[src/rtl/marker_scan_ctrl.sv]
// Sequences the row stripe detector across a frame, tracks a vertical run
// of consistent row hits and publishes one marker result per frame.
module marker_scan_ctrl #(
  parameter int H_ACTIVE = 1024,
  parameter int V_ACTIVE = 768,
  parameter int NT_THRES = 40,
  parameter int X_TOL    = 16,
  parameter int GAP_MAX  = 4,
  parameter int MIN_ROWS = 3
) (
  input  logic        clk_in,
  input  logic        rst_in,
  input  logic [10:0] hcount_in,
  input  logic [9:0]  vcount_in,
  input  logic        done_in,
  input  logic [10:0] coord_in,
  input  logic [10:0] centre_width_in,
  input  logic [10:0] nt_probability_in,
  output logic        det_rst_out,
  output logic        result_valid_out,
  input  logic        result_ready_in,
  output logic [10:0] marker_x_out,
  output logic [9:0]  marker_y_out,
  output logic [10:0] marker_width_out,
  output logic [10:0] marker_score_out,
  output logic [9:0]  marker_rows_out,
  output logic        overrun_out
);

  typedef enum logic [1:0] {SYNC, SCAN, PUBLISH} state_t;

  localparam logic [10:0] H_END = 11'(H_ACTIVE);
  localparam logic [9:0]  V_END = 10'(V_ACTIVE);

  state_t      state_q, state_d;
  logic        det_rst_q, det_rst_d;
  logic        row_hit_q, row_hit_d;
  logic [10:0] row_x_q, row_x_d;
  logic [10:0] row_w_q, row_w_d;
  logic [10:0] row_s_q, row_s_d;
  logic [9:0]  trk_rows_q, trk_rows_d;
  logic [10:0] trk_x_q, trk_x_d;
  logic [9:0]  y_first_q, y_first_d;
  logic [9:0]  y_last_q, y_last_d;
  logic [10:0] best_x_q, best_x_d;
  logic [10:0] best_w_q, best_w_d;
  logic [10:0] best_s_q, best_s_d;
  logic        valid_q, valid_d;
  logic        ovr_q, ovr_d;
  logic [10:0] mx_q, mx_d;
  logic [9:0]  my_q, my_d;
  logic [10:0] mw_q, mw_d;
  logic [10:0] ms_q, ms_d;
  logic [9:0]  mr_q, mr_d;

  logic        row_start, row_end, frame_end, frame_start;
  logic        cand, hit, joins, jump;
  logic [10:0] ex, ew, es, dx;
  logic [9:0]  dy;
  logic [10:0] y_sum;

  assign row_start   = hcount_in == 11'd0 && vcount_in < V_END;
  assign row_end     = hcount_in == H_END && vcount_in < V_END;
  assign frame_end   = hcount_in == 11'd0 && vcount_in == V_END;
  assign frame_start = hcount_in == 11'd0 && vcount_in == 10'd0;

  // a done on the row-end cycle is folded in before the row commits
  assign cand = done_in && nt_probability_in <= 11'(NT_THRES)
             && nt_probability_in < row_s_q;
  assign hit  = row_hit_q || cand;
  assign ex   = cand ? coord_in : row_x_q;
  assign ew   = cand ? centre_width_in : row_w_q;
  assign es   = cand ? nt_probability_in : row_s_q;

  assign dx    = ex >= trk_x_q ? ex - trk_x_q : trk_x_q - ex;
  assign dy    = vcount_in - y_last_q;
  assign joins = dx <= 11'(X_TOL) && dy <= 10'(GAP_MAX);
  assign jump  = vcount_in < y_last_q;
  assign y_sum = {1'b0, y_first_q} + {1'b0, y_last_q};

  // next-state, row/track update and result publication
  always_comb begin
    state_d    = state_q;
    det_rst_d  = 1'b0;
    row_hit_d  = row_hit_q;
    row_x_d    = row_x_q;
    row_w_d    = row_w_q;
    row_s_d    = row_s_q;
    trk_rows_d = trk_rows_q;
    trk_x_d    = trk_x_q;
    y_first_d  = y_first_q;
    y_last_d   = y_last_q;
    best_x_d   = best_x_q;
    best_w_d   = best_w_q;
    best_s_d   = best_s_q;
    valid_d    = valid_q && !result_ready_in;
    ovr_d      = 1'b0;
    mx_d       = mx_q;
    my_d       = my_q;
    mw_d       = mw_q;
    ms_d       = ms_q;
    mr_d       = mr_q;
    unique case (state_q)
      SYNC: begin
        det_rst_d = 1'b1;
        if (frame_start) begin
          state_d   = SCAN;
          row_hit_d = 1'b0;
          row_s_d   = '1;
        end
      end
      SCAN: begin
        if (jump) begin
          state_d    = SYNC;
          det_rst_d  = 1'b1;
          trk_rows_d = '0;
          y_first_d  = '0;
          y_last_d   = '0;
        end else if (frame_end) begin
          state_d = PUBLISH;
        end else if (row_start) begin
          det_rst_d = 1'b1;
          row_hit_d = 1'b0;
          row_s_d   = '1;
        end else begin
          if (cand) begin
            row_hit_d = 1'b1;
            row_x_d   = coord_in;
            row_w_d   = centre_width_in;
            row_s_d   = nt_probability_in;
          end
          if (row_end && hit) begin
            if (trk_rows_q == 10'd0) begin
              trk_x_d    = ex;
              y_first_d  = vcount_in;
              y_last_d   = vcount_in;
              trk_rows_d = 10'd1;
              best_x_d   = ex;
              best_w_d   = ew;
              best_s_d   = es;
            end else if (joins) begin
              y_last_d = vcount_in;
              if (trk_rows_q != 10'h3FF)
                trk_rows_d = trk_rows_q + 10'd1;
              if (es < best_s_q) begin
                best_x_d = ex;
                best_w_d = ew;
                best_s_d = es;
              end
            end
          end
        end
      end
      PUBLISH: begin
        if (trk_rows_q >= 10'(MIN_ROWS)) begin
          if (!valid_q || result_ready_in) begin
            valid_d = 1'b1;
            mx_d    = best_x_q;
            my_d    = y_sum[10:1];
            mw_d    = best_w_q;
            ms_d    = best_s_q;
            mr_d    = trk_rows_q;
          end else begin
            ovr_d = 1'b1;
          end
        end
        trk_rows_d = '0;
        y_first_d  = '0;
        y_last_d   = '0;
        state_d    = SCAN;
      end
      default: state_d = SYNC;
    endcase
  end

  // state and datapath registers
  always_ff @(posedge clk_in or posedge rst_in) begin
    if (rst_in) begin
      state_q    <= SYNC;
      det_rst_q  <= 1'b1;
      row_hit_q  <= 1'b0;
      row_x_q    <= '0;
      row_w_q    <= '0;
      row_s_q    <= '1;
      trk_rows_q <= '0;
      trk_x_q    <= '0;
      y_first_q  <= '0;
      y_last_q   <= '0;
      best_x_q   <= '0;
      best_w_q   <= '0;
      best_s_q   <= '0;
      valid_q    <= 1'b0;
      ovr_q      <= 1'b0;
      mx_q       <= '0;
      my_q       <= '0;
      mw_q       <= '0;
      ms_q       <= '0;
      mr_q       <= '0;
    end else begin
      state_q    <= state_d;
      det_rst_q  <= det_rst_d;
      row_hit_q  <= row_hit_d;
      row_x_q    <= row_x_d;
      row_w_q    <= row_w_d;
      row_s_q    <= row_s_d;
      trk_rows_q <= trk_rows_d;
      trk_x_q    <= trk_x_d;
      y_first_q  <= y_first_d;
      y_last_q   <= y_last_d;
      best_x_q   <= best_x_d;
      best_w_q   <= best_w_d;
      best_s_q   <= best_s_d;
      valid_q    <= valid_d;
      ovr_q      <= ovr_d;
      mx_q       <= mx_d;
      my_q       <= my_d;
      mw_q       <= mw_d;
      ms_q       <= ms_d;
      mr_q       <= mr_d;
    end
  end

  assign det_rst_out      = det_rst_q;
  assign result_valid_out = valid_q;
  assign overrun_out      = ovr_q;
  assign marker_x_out     = mx_q;
  assign marker_y_out     = my_q;
  assign marker_width_out = mw_q;
  assign marker_score_out = ms_q;
  assign marker_rows_out  = mr_q;

endmodule
[config.mk]
export PLATFORM = sky130hd
export DESIGN_NAME = marker_scan_ctrl
export DESIGN_NICKNAME = d
export VERILOG_FILES = /design/src/rtl/marker_scan_ctrl.sv
export SDC_FILE = /design/constraint.sdc
export NUM_CORES = 1
export LEC_CHECK = 0
export ABC_AREA = 0
export CORE_MARGIN = 4
export CORE_UTILIZATION = 58
export CTS_BUF_LIST = sky130_fd_sc_hd__clkbuf_4 sky130_fd_sc_hd__clkbuf_8
export CTS_CLUSTER_DIAMETER = 200
export DETAILED_ROUTE_END_ITERATION = 8
export PLACE_DENSITY = 0.92
export SETUP_SLACK_MARGIN = 0.1
export SLEW_MARGIN = 10
export SYNTH_ARGS = -nofsm -noshare
export SYNTH_HDL_FRONTEND = slang
export SYNTH_SLANG_ARGS = --single-unit
[constraint.sdc]
create_clock -name clk_in -period 8.6 [get_ports clk_in]
set_input_delay 2.15 -clock clk_in [delete_from_list [all_inputs] [get_ports clk_in]]
set_output_delay 2.15 -clock clk_in [all_outputs]
set_load 0.005 [all_outputs]
==> results.md, run 1 <==
* Setup crit end kind: flop
* Syn nets at 1063
* Worst Setup Path Type: in2reg
* FMAX at 126 MHz
* Average instance area after synthesis at 10.0 sq um
* Final setup violation count at 0
* TritonCTS Sinks at 166
* Worst setup path startpoint: nt_probability_in[10]
* Cell types with the largest area share after synthesis: dfrtp_1, ha_1, mux2_2
* Synth cell types at 68
* Half-perimeter wire length after placement at 16600 microns
* Post-cts hold buffer count at 0
* Number of antenna violations at the first check in global routing at 0
* Final worst hold slack at 0.491 ns
* Boundary pin count at 114
* Share of synthesized registers carrying an async set or reset at 100%
* Power density over the cells at 241 nW/um^2
* Number of synthesized flops with an enable pin at 0
* Number of global-route vias before repair at 7723
* WL per Instance at 17.8 microns
* CTS tree: done
* Hold crit path type: reg2reg
* Seq cells post-synth at 166
* Sequential-to-total area share from yosys stat at 44.4%
* XOR/XNOR Fraction of Synth Area at 1.49%
* Portion of netlist area occupied by mux cells at 12.6%
* Commonest cells in the netlist: dfrtp_1, nand2_1, inv_1, o21ai_0, ha_1
* Antenna diodes at 0
* Worst Setup EP: best_w_q[10]
* Number of buffers on the longest clock path at 2
* Most numerous cell in the Yosys netlist: dfrtp_1
* Largest net degree at the start of global routing at 93
* Routed wire length at 22700 microns
* Sum of overflow across all layers after global routing at 0
* Ratio of final minimum period to clock period at 92.2%
* CTS root buffer: clkbuf_8
* Worst R2R Start: row_s_q[10]
* Total cell area at the placement stage at 10700 sq um
* Capturing point of the worst reg2reg path: best_w_q[10]
* Starting utilization of the core area at 59.1%
* Simple-gate portion of the synthesized area at 11.9%
* Number of routed nets with antenna violations at 0
* Met1 Track Usage GR at 31.2%
* Period minus WS final at 7.93 ns
* Accumulated negative setup slack at 0 ns
* Final cell area excluding filler cells at 11100 sq um
* GP Congestion at 0.883
* Maximum clock skew at final layout at 0.0135 ns
* Final hold vios at 0
* Clock slew at the register clock pins of the worst setup and hold paths at 0.09 ns
* Worst-path maximum fanout at 28
* Largest family of logic cells by synthesized area: compound AO/OA/AOI/OAI gates
* Utilization of the core after routing at 70.0%
* Die Span Y at 135 microns
* Filler-free cell count of the finished design at 1274
* Arr. time, crit path at 8.28 ns
* Actual transition at the worst max-transition pin at 0.904 ns
* Slew Limit Headroom at 39.7%
* Area share of fa/ha/maj cells after synthesis at 9.23%
* Area added between synthesis and finish at 18.5%
* Fill cell total of the finished layout at 1123
* RSZ-0062 raised after global routing: no
* Synth Cell Area at 9380 sq um
* Die Width at 135 microns
* Share of the synthesized area in compound gates (AO/OA/AOI/OAI) at 15.3%
* Number of rows in the core area at 46
* Cell leakage power at 5.41 nW
* CTS Buf Count at 17
* Required time worst endpoint at 8.94 ns
* Routed vias/inst at 5.89
* Met2 Usage GRT at 43.1%
* Depth of the CTS H-tree at 4
* CTS-repair resized insts at 0
* GRT Overall Usage at 25.3%
* Count of input and output buffers at 113
* Number of DRC markers after the initial detailed-route iteration at 566
* Wire length of the first global-routing pass at 37100 microns
* Total core area at 15900 sq um
* Synthesized instance count at 937
* Later-pin clock latency in the skew report at 0.46 ns
* R2R cell count at 20
* Pre-Repair DR Iteration Count at 5
* Reg2reg setup slack at 2.21 ns
* Met3 Track Usage GR at 5.79%
* Number of slew-limit violations in the final report at 0
* Result of the run: completed
* Busiest metal layer after global routing: met2
* Fraction of layout instances using a drive strength above 1 at 12.4%
* Fraction of synthesized cell area taken by the top area cell type at 41.1%
* Predominant post-synthesis flop cell: dfrtp_1
* Count of yosys warnings during synthesis at 0
* Number of nets in the finished design at 1171
* Max-cap viol count at 0
* Total via count after detailed routing at 7500
* Setup crit start kind: primary input
* Leading area contributor after synthesis: dfrtp_1
* Setup Buffers After CTS at 0
* Die footprint at 18300 sq um
* Placed cell count at 1242
* Max VDD drop at 0.000134 V
* Number of remaining DRC errors at 0
through the flow:
step / worst slack, ns / total power, W
after floorplan: 1.39 / 0.00180
after global placement: 0.416 / 0.00207
after detailed placement: 0.254 / 0.00211
after CTS: 0.729 / 0.00267
after global routing: 0.279 / 0.00285
final: 0.667 / 0.00268
per-layer routing:
metal / vias to the layer above / share of wire (%)
met5: - / 0
met4: 0 / 2.8
met3: 57 / 6.6
met2: 278 / 49
met1: 3638 / 41
li1: 3527 / -
worst max-delay path: stages:
cell             delay, ns
clkdlybuf4s50_1       0.43
ha_1                  0.20
or4b_1                0.46
nor4_1                0.16
o21ai_0               0.15
a211o_1               0.60
mux2i_1               0.43
inv_1                 0.13
ha_1                  0.34
nor2b_1               0.18
o31a_1                0.29
a41oi_1               0.32
mux2_2                0.21
o2111ai_1             0.10
or4_4                 0.55
a211oi_4              0.34
o2111ai_1             0.23
a21oi_4               0.37
buf_12                0.26
mux2_1                0.36
cell usage in the layout (no fill, tap or decap), types with 3 or more instances in the layout:
| master | n |
|---|---|
| a211oi_1 | 6 |
| a21o_1 | 19 |
| a21oi_1 | 55 |
| a22o_1 | 7 |
| a31oi_1 | 5 |
| a32o_1 | 5 |
| and2_1 | 5 |
| and3_1 | 8 |
| buf_4 | 10 |
| clkbuf_8 | 19 |
| clkdlybuf4s50_1 | 113 |
| clkinv_2 | 3 |
| clkinv_4 | 3 |
| dfrtp_1 | 154 |
| dfstp_2 | 12 |
| ha_1 | 66 |
| inv_1 | 84 |
| inv_6 | 3 |
| mux2_1 | 25 |
| mux2_2 | 64 |
| mux2i_1 | 18 |
| nand2_1 | 92 |
| nand2b_1 | 8 |
| nand3_1 | 14 |
| nand4_1 | 11 |
| nor2_1 | 51 |
| nor2b_1 | 10 |
| nor3_1 | 5 |
| nor4_1 | 12 |
| o2111ai_1 | 3 |
| o211ai_1 | 7 |
| o21a_1 | 6 |
| o21ai_0 | 76 |
| o21bai_1 | 4 |
| o31a_1 | 3 |
| o31ai_1 | 3 |
| or2_2 | 3 |
| xnor2_1 | 12 |
| xor2_1 | 4 |
cell type report:
class | count | area (sq um) | share of cell area [%]
clock buffers | 20 | 269 | 2.42
clock inverters | 12 | 119 | 1.07
multi-input cells | 651 | 4740 | 42.7
repair buffers | 124 | 1230 | 11.0
well taps | 216 | 270 | 2.43
flip-flops and latches | 166 | 4170 | 37.5
inverters | 85 | 324 | 2.91
where the power goes:
group / total (W) / switching (W) / internal, W
registers: 0.000929 / 0.0000643 / 0.000865
clock network: 0.000557 / 0.000304 / 0.000253
logic: 0.00120 / 0.000720 / 0.000478
total: 0.00268 / 0.00109 / 0.00160
worst min path at each step:
stage	startpoint	to	slack (ns)	depth (start not counted)
2_1_floorplan	best_w_q[0]	best_w_q[0]	0.45	1
4_1_cts	marker_rows_out[0]	marker_rows_out[0]	0.49	2
3_5_place_dp	marker_rows_out[0]	marker_rows_out[0]	0.47	2
5_1_grt	best_w_q[5]	best_w_q[5]	0.52	1
6_report	marker_score_out[8]	marker_score_out[8]	0.49	2
3_3_place_gp	marker_score_out[6]	marker_score_out[6]	0.46	2
cell families (layout without fill, tap and decap cells):
| logic type | Yosys count | after routing |
|---|---|---|
| buffers and inverters | 120 | 241 |
| and+or+nand+nor | 235 | 235 |
| adders and majority gates | 68 | 68 |
| muxes | 107 | 107 |
| AOI/OAI and AO/OA | 225 | 225 |
| DFF | 166 | 166 |
| xor gates and xnor gates | 16 | 16 |
sequential cells by signal (all words and copies together) (netlist names), 2 cells and up:
name	flops
row_s_q	11
state_q	2
row_x_q	11
marker_width_out	11
marker_y_out	10
trk_x_q	11
marker_x_out	11
marker_score_out	11
best_x_q	11
trk_rows_q	10
row_w_q	11
best_s_q	11
y_first_q	10
marker_rows_out	10
best_w_q	11
y_last_q	10
(Power assumes the default switching activity.)
==> run 2, diff against run 1 <==
PLACE_DENSITY = default   (was 0.92)
PLACE_DENSITY_LB_ADDON = 0.15   (was default)
==> results.md, run 2 (synthesis gave the netlist of run 1 again) <==
* Total via count after detailed routing at 7060
* Maximum clock skew at final layout at 0.0155 ns
* Fraction of layout instances using a drive strength above 1 at 12.3%
* Max VDD drop at 0.000127 V
* Boundary pin count at 114
* Number of DRC markers after the initial detailed-route iteration at 371
* Total core area at 15900 sq um
* Number of rows in the core area at 46
* Clock slew at the register clock pins of the worst setup and hold paths at 0.09 ns
* CTS-repair resized insts at 0
* Half-perimeter wire length after placement at 15400 microns
* Power density over the cells at 239 nW/um^2
* Sum of overflow across all layers after global routing at 0
* Number of remaining DRC errors at 0
* GRT Overall Usage at 23.4%
* Ratio of final minimum period to clock period at 89.7%
* Routed vias/inst at 5.55
* Arr. time, crit path at 8.06 ns
* Setup Buffers After CTS at 0
* Reg2reg setup slack at 2.43 ns
* CTS Buf Count at 17
* WL per Instance at 16.3 microns
* Largest net degree at the start of global routing at 93
* Total cell area at the placement stage at 10700 sq um
* Number of nets in the finished design at 1170
* CTS tree: done
* Final Total Pwr at 0.00266 W
* Die Width at 135 microns
* Die footprint at 18300 sq um
* Die Span Y at 135 microns
* Cell leakage power at 5.41 nW
* Number of slew-limit violations in the final report at 0
* Setup crit end kind: flop
* RSZ-0062 raised after global routing: no
* Required time worst endpoint at 8.95 ns
* GP Congestion at 0.853
* Number of global-route vias before repair at 7097
* Number of routed nets with antenna violations at 0
* Antenna diodes at 0
* Later-pin clock latency in the skew report at 0.47 ns
* Wire length of the first global-routing pass at 34400 microns
* Final worst hold slack at 0.485 ns
* Slew Limit Headroom at 37.8%
* Leading cell type in the layout, fill and taps excluded: dfrtp_1
* Post-cts hold buffer count at 0
* Accumulated negative setup slack at 0 ns
* Pre-Repair DR Iteration Count at 4
* Setup crit start kind: primary input
* Final setup violation count at 0
* Actual transition at the worst max-transition pin at 0.933 ns
* Number of buffers on the longest clock path at 2
* Period minus WS final at 7.71 ns
* TritonCTS Sinks at 166
* FMAX at 130 MHz
* Routed wire length at 20700 microns
* Max-cap viol count at 0
* Count of input and output buffers at 113
* Number of antenna violations at the first check in global routing at 0
* Commonest cells after routing, fill and taps aside: dfrtp_1, clkdlybuf4s50_1, nand2_1
* Worst Setup Path Type: in2reg
* Final hold vios at 0
* Starting utilization of the core area at 59.1%
* Area added between synthesis and finish at 18.7%
* Result of the run: completed
* Depth of the CTS H-tree at 4
* Hold crit path type: reg2reg
* CTS root buffer: clkbuf_8
* Worst-path maximum fanout at 33
* Final cell area excluding filler cells at 11100 sq um
run 2: cell count changes in the layout (fill, tap and decap cells not counted):
cell / before / now
clkinv_8: 0 / 3
inv_8: 2 / 4
inv_6: 3 / 5
buf_4: 10 / 9
clkbuf_8: 19 / 17
clkinv_2: 3 / 0
clkinv_4: 3 / 2
clkbuf_4: 1 / 0
run 2: final timing paths:
check / start / to / depth (start not counted)
setup / recovery: nt_probability_in[10] / best_x_q[7] / 19
hold / removal: marker_y_out[9] / marker_y_out[9] / 2
min in group asynchronous: rst_in / marker_width_out[6] / 2
hold reg to reg: marker_y_out[9] / marker_y_out[9] / 2
setup reg to reg: row_s_q[10] / best_x_q[7] / 19
max in group asynchronous: rst_in / trk_rows_q[0] / 3
run 2: layout make-up:
class | count | area, sq um
sequential | 166 | 4170
inverter | 85 | 324
timing repair buffer | 123 | 1220
clock inverter | 15 | 184
fill | 1268 | 4740
clock buffer | 17 | 234
tap | 216 | 270
multi-input combinational | 651 | 4740
run 2: stage by stage:
stage | setup slack [ns] | std cells | util [%]
final | 0.887 | 1273 | 70.1
after global routing | 0.536 | 1273 | 70.1
after CTS | 0.917 | 1273 | 70.1
after detailed placement | 0.402 | 1241 | 67.5
after global placement | 0.487 | 1241 | 67.5
after floorplan | 1.39 | 937 | -
run 2: routing by layer:
layer / vias up / global-route usage, % / routed length [microns]
met2: 155 / 40.0 / 10200
met1: 3361 / 30.3 / 9200
met5: - / 0 / 0
li1: 3524 / - / -
met4: 0 / 6.77 / 280
met3: 20 / 4.90 / 962
run 2: power by group:
group	total (W)	leakage [nW]	internal [W]	switching, W
clock network	0.000576	0.208	0.000248	0.000328
registers	0.000928	2.01	0.000865	0.0000625
logic	0.00116	3.19	0.000477	0.000681
run 2: worst max-delay path, stage by stage:
cell and delay [ns]:
clkdlybuf4s50_1 0.43, ha_1 0.20, or4b_1 0.45, nor4_1 0.18
o21ai_0 0.17, a211o_1 0.53, mux2i_1 0.38, inv_1 0.14
ha_1 0.63, nand4_1 0.31, a21oi_1 0.27, o31a_1 0.14
o2111ai_1 0.12, or4_4 0.55, a211oi_4 0.34, o2111ai_1 0.23
a21oi_4 0.21, buf_12 0.25, mux2_2 0.36
